[config.mk]
export PLATFORM = sky130hd
export DESIGN_NAME = spi_out_sequencer
export DESIGN_NICKNAME = d
export VERILOG_FILES = /design/src/rtl/spi_out_sequencer.sv
export SDC_FILE = /design/constraint.sdc
export NUM_CORES = 1
export LEC_CHECK = 0
export ABC_CLOCK_PERIOD_IN_PS = 4750
export CAP_MARGIN = 15
export CORE_ASPECT_RATIO = 0.5
export CORE_UTILIZATION = 45
export CTS_CLUSTER_SIZE = 10
export DETAILED_ROUTE_END_ITERATION = 16
export PLACE_DENSITY = 0.77
export SLEW_MARGIN = 20
export SYNTH_ARGS = -nofsm -noshare
export SYNTH_HDL_FRONTEND = slang
export SYNTH_SLANG_ARGS = --single-unit
[constraint.sdc]
create_clock -name clk -period 4.75 [get_ports clk]
set_input_delay 1.1875 -clock clk [delete_from_list [all_inputs] [get_ports clk]]
set_output_delay 1.1875 -clock clk [all_outputs]
set_load 0.01 [all_outputs]
[src/rtl/spi_out_sequencer.sv]
// Saturates signed samples to BITS-wide words, queues them in a two-deep FIFO and
// hands them one at a time to an SPI output master, optionally refreshing the last word.
module spi_out_sequencer #(
  parameter int IN_BITS = 16,
  parameter int BITS    = 8,
  parameter int REFRESH = 1000
) (
  input  logic               clk,
  input  logic               reset,
  input  logic [IN_BITS-1:0] val_in,
  input  logic               val_valid,
  output logic               val_ready,
  input  logic               spi_cs,
  output logic [BITS-1:0]    tx_data,
  output logic               tx_start,
  output logic               busy
);

  localparam int RMAX = (REFRESH > 0) ? (REFRESH - 1) : 0;
  localparam int RW   = (RMAX > 0) ? $clog2(RMAX + 1) : 1;
  localparam logic [RW-1:0]   RMAX_V     = RW'(RMAX);
  localparam logic [RW-1:0]   RONE       = RW'(1);
  localparam logic            REFRESH_EN = (REFRESH != 0) ? 1'b1 : 1'b0;
  localparam logic [BITS-1:0] WORD_MAX   = {BITS{1'b1}};
  localparam logic [BITS-1:0] WORD_ZERO  = {BITS{1'b0}};
  localparam logic [1:0]      TO_LAST    = 2'd3;

  typedef enum logic [1:0] {
    IDLE      = 2'd0,
    START     = 2'd1,
    WAIT_LOW  = 2'd2,
    WAIT_HIGH = 2'd3
  } state_e;

  state_e          state_q, state_d;
  logic [BITS-1:0] fifo_q [2];
  logic [BITS-1:0] fifo_d [2];
  logic            wr_ptr_q, wr_ptr_d;
  logic            rd_ptr_q, rd_ptr_d;
  logic [1:0]      count_q, count_d;
  logic [BITS-1:0] tx_data_q, tx_data_d;
  logic [BITS-1:0] last_word_q, last_word_d;
  logic            tx_start_q, tx_start_d;
  logic            busy_q, busy_d;
  logic            sent_once_q, sent_once_d;
  logic [RW-1:0]   refresh_cnt_q, refresh_cnt_d;
  logic [1:0]      timeout_q, timeout_d;
  logic            push_s;
  logic            pop_s;
  logic            refresh_hit_s;

  // Negative samples clamp to zero, anything above the word range clamps to all-ones.
  function automatic logic [BITS-1:0] saturate(input logic [IN_BITS-1:0] v);
    logic [BITS-1:0] r;
    if (v[IN_BITS-1]) begin
      r = WORD_ZERO;
    end else if ((v >> BITS) != {IN_BITS{1'b0}}) begin
      r = WORD_MAX;
    end else begin
      r = v[BITS-1:0];
    end
    return r;
  endfunction

  assign val_ready     = (count_q != 2'd2);
  assign push_s        = val_valid & val_ready;
  assign pop_s         = (state_q == IDLE) & spi_cs & (count_q != 2'd0);
  assign refresh_hit_s = REFRESH_EN & sent_once_q & spi_cs & (state_q == IDLE)
                         & (count_q == 2'd0) & (refresh_cnt_q == RMAX_V);

  assign tx_data  = tx_data_q;
  assign tx_start = tx_start_q;
  assign busy     = busy_q;

  // Next-state, FIFO bookkeeping and registered-output computation.
  always_comb begin
    state_d       = state_q;
    fifo_d        = fifo_q;
    wr_ptr_d      = wr_ptr_q;
    rd_ptr_d      = rd_ptr_q;
    count_d       = count_q;
    tx_data_d     = tx_data_q;
    last_word_d   = last_word_q;
    sent_once_d   = sent_once_q;
    refresh_cnt_d = refresh_cnt_q;
    timeout_d     = timeout_q;

    case (state_q)
      IDLE: begin
        if (pop_s) begin
          tx_data_d   = fifo_q[rd_ptr_q];
          last_word_d = fifo_q[rd_ptr_q];
          state_d     = START;
        end else if (refresh_hit_s) begin
          tx_data_d = last_word_q;
          state_d   = START;
        end else begin
          state_d = IDLE;
        end
        if ((count_q == 2'd0) && (refresh_cnt_q != RMAX_V)) begin
          refresh_cnt_d = refresh_cnt_q + RONE;
        end else begin
          refresh_cnt_d = refresh_cnt_q;
        end
      end
      START: begin
        sent_once_d   = 1'b1;
        refresh_cnt_d = {RW{1'b0}};
        timeout_d     = 2'd0;
        state_d       = WAIT_LOW;
      end
      WAIT_LOW: begin
        // A master that never drops chip-select must not wedge the sequencer.
        if (!spi_cs) begin
          state_d = WAIT_HIGH;
        end else if (timeout_q == TO_LAST) begin
          state_d = IDLE;
        end else begin
          timeout_d = timeout_q + 2'd1;
        end
      end
      WAIT_HIGH: begin
        if (spi_cs) begin
          state_d = IDLE;
        end else begin
          state_d = WAIT_HIGH;
        end
      end
      default: begin
        state_d = IDLE;
      end
    endcase

    if (push_s) begin
      fifo_d[wr_ptr_q] = saturate(val_in);
      wr_ptr_d         = ~wr_ptr_q;
    end else begin
      wr_ptr_d = wr_ptr_q;
    end

    if (pop_s) begin
      rd_ptr_d = ~rd_ptr_q;
    end else begin
      rd_ptr_d = rd_ptr_q;
    end

    case ({push_s, pop_s})
      2'b10:   count_d = count_q + 2'd1;
      2'b01:   count_d = count_q - 2'd1;
      default: count_d = count_q;
    endcase

    tx_start_d = (state_d == START);
    busy_d     = (state_d != IDLE);
  end

  // State and datapath registers with synchronous reset.
  always_ff @(posedge clk) begin
    if (reset) begin
      state_q       <= IDLE;
      fifo_q[0]     <= WORD_ZERO;
      fifo_q[1]     <= WORD_ZERO;
      wr_ptr_q      <= 1'b0;
      rd_ptr_q      <= 1'b0;
      count_q       <= 2'd0;
      tx_data_q     <= WORD_ZERO;
      last_word_q   <= WORD_ZERO;
      tx_start_q    <= 1'b0;
      busy_q        <= 1'b0;
      sent_once_q   <= 1'b0;
      refresh_cnt_q <= {RW{1'b0}};
      timeout_q     <= 2'd0;
    end else begin
      state_q       <= state_d;
      fifo_q        <= fifo_d;
      wr_ptr_q      <= wr_ptr_d;
      rd_ptr_q      <= rd_ptr_d;
      count_q       <= count_d;
      tx_data_q     <= tx_data_d;
      last_word_q   <= last_word_d;
      tx_start_q    <= tx_start_d;
      busy_q        <= busy_d;
      sent_once_q   <= sent_once_d;
      refresh_cnt_q <= refresh_cnt_d;
      timeout_q     <= timeout_d;
    end
  end

endmodule

==> run_results.csv <==
group,metric,value,unit
grt,grt_pass1_wl,7300,µm
clocking,post_cts_buffers,0,
timing,finalSetupViolCount,0,
place,pre_cts_slack,1106,ps
routing,wl,4249,µm
worst_setup_path,criticalPathCategory,"in -> reg",
routing,drt_iter0_drc,66,
timing,tns,0,ps
clocking,cts_resized,0,
routing,drtPass1Iterations,6,
grt,antenna_found_initial,0,
power,power.static_leakage,0.9200,nW
clocking,h-tree-depth,2,
worst_setup_path,slowest_stage,"clkdlybuf4s50_1",
flow_run,drv_cap,0,
routing,met2WireLength,1981,µm
cells_and_area,syn_to_final_growth,18.88,%
cells_and_area,design_area,2686,µm²
worst_setup_path,cp-start-kind,"input pin",
synthesis,synth_seq_cells,53,
synthesis,synth_edf_count,0,
routing,wire_per_inst,12.46,µm
timing,timing.final.ws_setup,1474,ps
timing,clock_skew,11.63,ps
synthesis,synthAdderAreaFrac,1.661,%
worst_setup_path,critical_path.startpoint,"spi_cs",
power,p_total,0.001203,W
cells_and_area,nNetsFinal,297,
worst_setup_path,worstPathCellList,"clkdlybuf4s50_1, nor3b_4, and2_1, ha_1, or3_1, a21oi_1",
routing,met1_length,2099,µm
worst_setup_path,cp.arrival,3530,ps
timing,min_period,3276,ps
min_path,hp-class,"reg -> reg",
synthesis,synthFlopType,"dfxtp_1",
floorplanning,ios,31,
timing,rsz0062_at_grt,"false",
worst_setup_path,crit_path_end_kind,"register",
routing,avgViaCountPerCell,5.255,
clocking,ctsHoldBuffers,0,
cells_and_area,final_common_cell,"dfxtp_1",
cells_and_area,drive_gt1_share,8.727,%
worst_setup_path,required,5000,ps
cells_and_area,most-common-layout-cells,"dfxtp_1 (53), clkdlybuf4s50_1 (30), a21oi_1 (26)",
floorplanning,num_rows,17,
timing,max_freq,305.2,MHz
synthesis,synth_xor_area_share,3.101,%
synthesis,synthMuxAreaShare,7.530,%
clocking,cts_buffers,5,
timing,max_slew.worst_pin.slew,885.1,ps
timing,drv_slew,0,
worst_setup_path,timing.rr.start,"state_q[1]$_SDFF_PP0_",
floorplanning,die_h,52.11,µm
routing,postRouteAntennaNets,0,
synthesis,synth_cell_types,42,
synthesis,synth_top_family_by_area,"simple AND/OR/NAND/NOR gates",
place,dp_hpwl,3052,µm
power,irDropWorstVdd,0.1631,mV
place,gp_congestion,0.7865,
timing,hold_viol_final,0,
place,post_dp_cell_area,2582,µm²
grt,grt_pass1_vias,1600,
synthesis,synth_nets,273,
synthesis,syn_area,2260,µm²
clocking,cts_tree,"built",
synthesis,ys_seq_area_share,46.95,%
worst_setup_path,crit_buf_inv,1,
synthesis,synth_compound_area_share,16.06,%
grt,track_usage,18.21,%
synthesis,synthCells,250,
timing,slew_headroom,40.81,%
worst_setup_path,critical_path.top_delay_family,"simple AND/OR/NAND/NOR gates",
grt,grt_max_degree,24,
grt,overflow,0,
min_path,hp-start,"fifo_q[9]$_SDFFE_PP0P_",
synthesis,synth_warnings,0,
floorplanning,start_util,48.96,%
worst_setup_path,critPathMaxStageDelay,520,ps
routing,top_layer_used,"met4",
synthesis,synthSimpleGateAreaFrac,21.04,%
routing,drc,0,
clocking,cts.sinks,53,
floorplanning,dieArea,5326,µm²
routing,wl_met3,109,µm
floorplanning,die_w,102.2,µm
timing,hold_ws,457.0,ps
power,power.density,447.7,nW/µm²
clocking,clockRootBuffer,"clkbuf_8",
cells_and_area,diodes,0,
clocking,clk-insertion-delay-late,320,ps
routing,vias,1792,
synthesis,synth.avg_cell_area,9.039,µm²
place,portBuffers,30,
clocking,clockBufferDepth,2,
floorplanning,coreArea,4616,µm²
outcome,status,"finished clean",
synthesis,synthArstFlopShare,0,%
worst_setup_path,crit_path_max_fanout,11,
timing,fin_crit_sh,68.97,%
clocking,clk_pin_slew_worst_paths,100,ps
## cell type report
cell class / count / area, µm²
flip-flops and latches: 53 / 1061
fillers: 423 / 1929
repair buffers: 31 / 307.8
well taps: 66 / 82.58
inverters: 4 / 15.01
clock inverters: 3 / 28.78
multi-input cells: 179 / 1122
clock buffers: 5 / 68.82
## cell families (layout without fill, tap and decap cells)
logic type | count (synthesis) | in the layout
and+or+nand+nor | 88 | 88
AOI/OAI and AO/OA | 64 | 64
DFF | 53 | 53
buffers and inverters | 18 | 43
muxes | 16 | 16
xor gates and xnor gates | 8 | 8
adders and majority gates | 3 | 3
## worst paths after layout
check / end / slack, ps / cells past startpoint
max: count_q[1]$_SDFFE_PP0P_ / 1470 / 6
min: fifo_q[9]$_SDFFE_PP0P_ / 460 / 2
max reg2reg: count_q[1]$_SDFFE_PP0P_ / 2390 / 5
min reg2reg: fifo_q[9]$_SDFFE_PP0P_ / 460 / 2
## per-layer routing
layer  GRT usage (%)  vias to the layer above
met1           22.41                      845
met2           30.98                       16
met5               0                        -
met4           7.143                        0
met3           4.570                        7
li1                -                      924
## metrics by stage
stage	cells	utilization, %
final	341	58.20
after global routing	341	58.20
after CTS	341	58.06
after detailed placement	333	55.95
after global placement	333	55.95
after floorplan	250	-
## registers in the layout, indices dropped and copies added (netlist names), 2 cells and up
register and count:
fifo_q 16, state_q 2, last_word_q 8, count_q 2, refresh_cnt_q 10, tx_data 8
timeout_q 2
## tightest hold or removal path: stages, from the launching register on
cell	delay [ps]
dfxtp_1	320
nand2_1	50
a21oi_1	50
## report_power, final
part	switching (W)	total [W]	internal [W]
combinational	0.000176	0.000339	0.000163
sequential	0.0000669	0.000592	0.000525
clock	0.000161	0.000272	0.000110
## Yosys cell counts (2+ instances only)
cell | count | area (µm²)
a211oi_1 | 7 | 52.55
a21oi_1 | 26 | 130.1
a31oi_1 | 2 | 12.51
buf_1 | 2 | 7.510
buf_2 | 3 | 15.01
clkbuf_1 | 7 | 26.28
dfxtp_1 | 53 | 1061
ha_1 | 3 | 37.54
inv_1 | 4 | 15.01
mux2_2 | 8 | 90.09
mux2i_1 | 8 | 80.08
nand2_1 | 23 | 86.33
nand2b_1 | 4 | 25.02
nand3_1 | 5 | 25.02
nand4_1 | 2 | 12.51
nor2_1 | 20 | 75.07
nor2b_1 | 10 | 62.56
nor3_1 | 6 | 30.03
nor3b_1 | 2 | 15.01
nor4_1 | 2 | 12.51
o211ai_1 | 2 | 15.01
o21ai_0 | 22 | 110.1
or3_1 | 4 | 25.02
xnor2_1 | 7 | 61.31
Power figures use the tool's default switching activity.
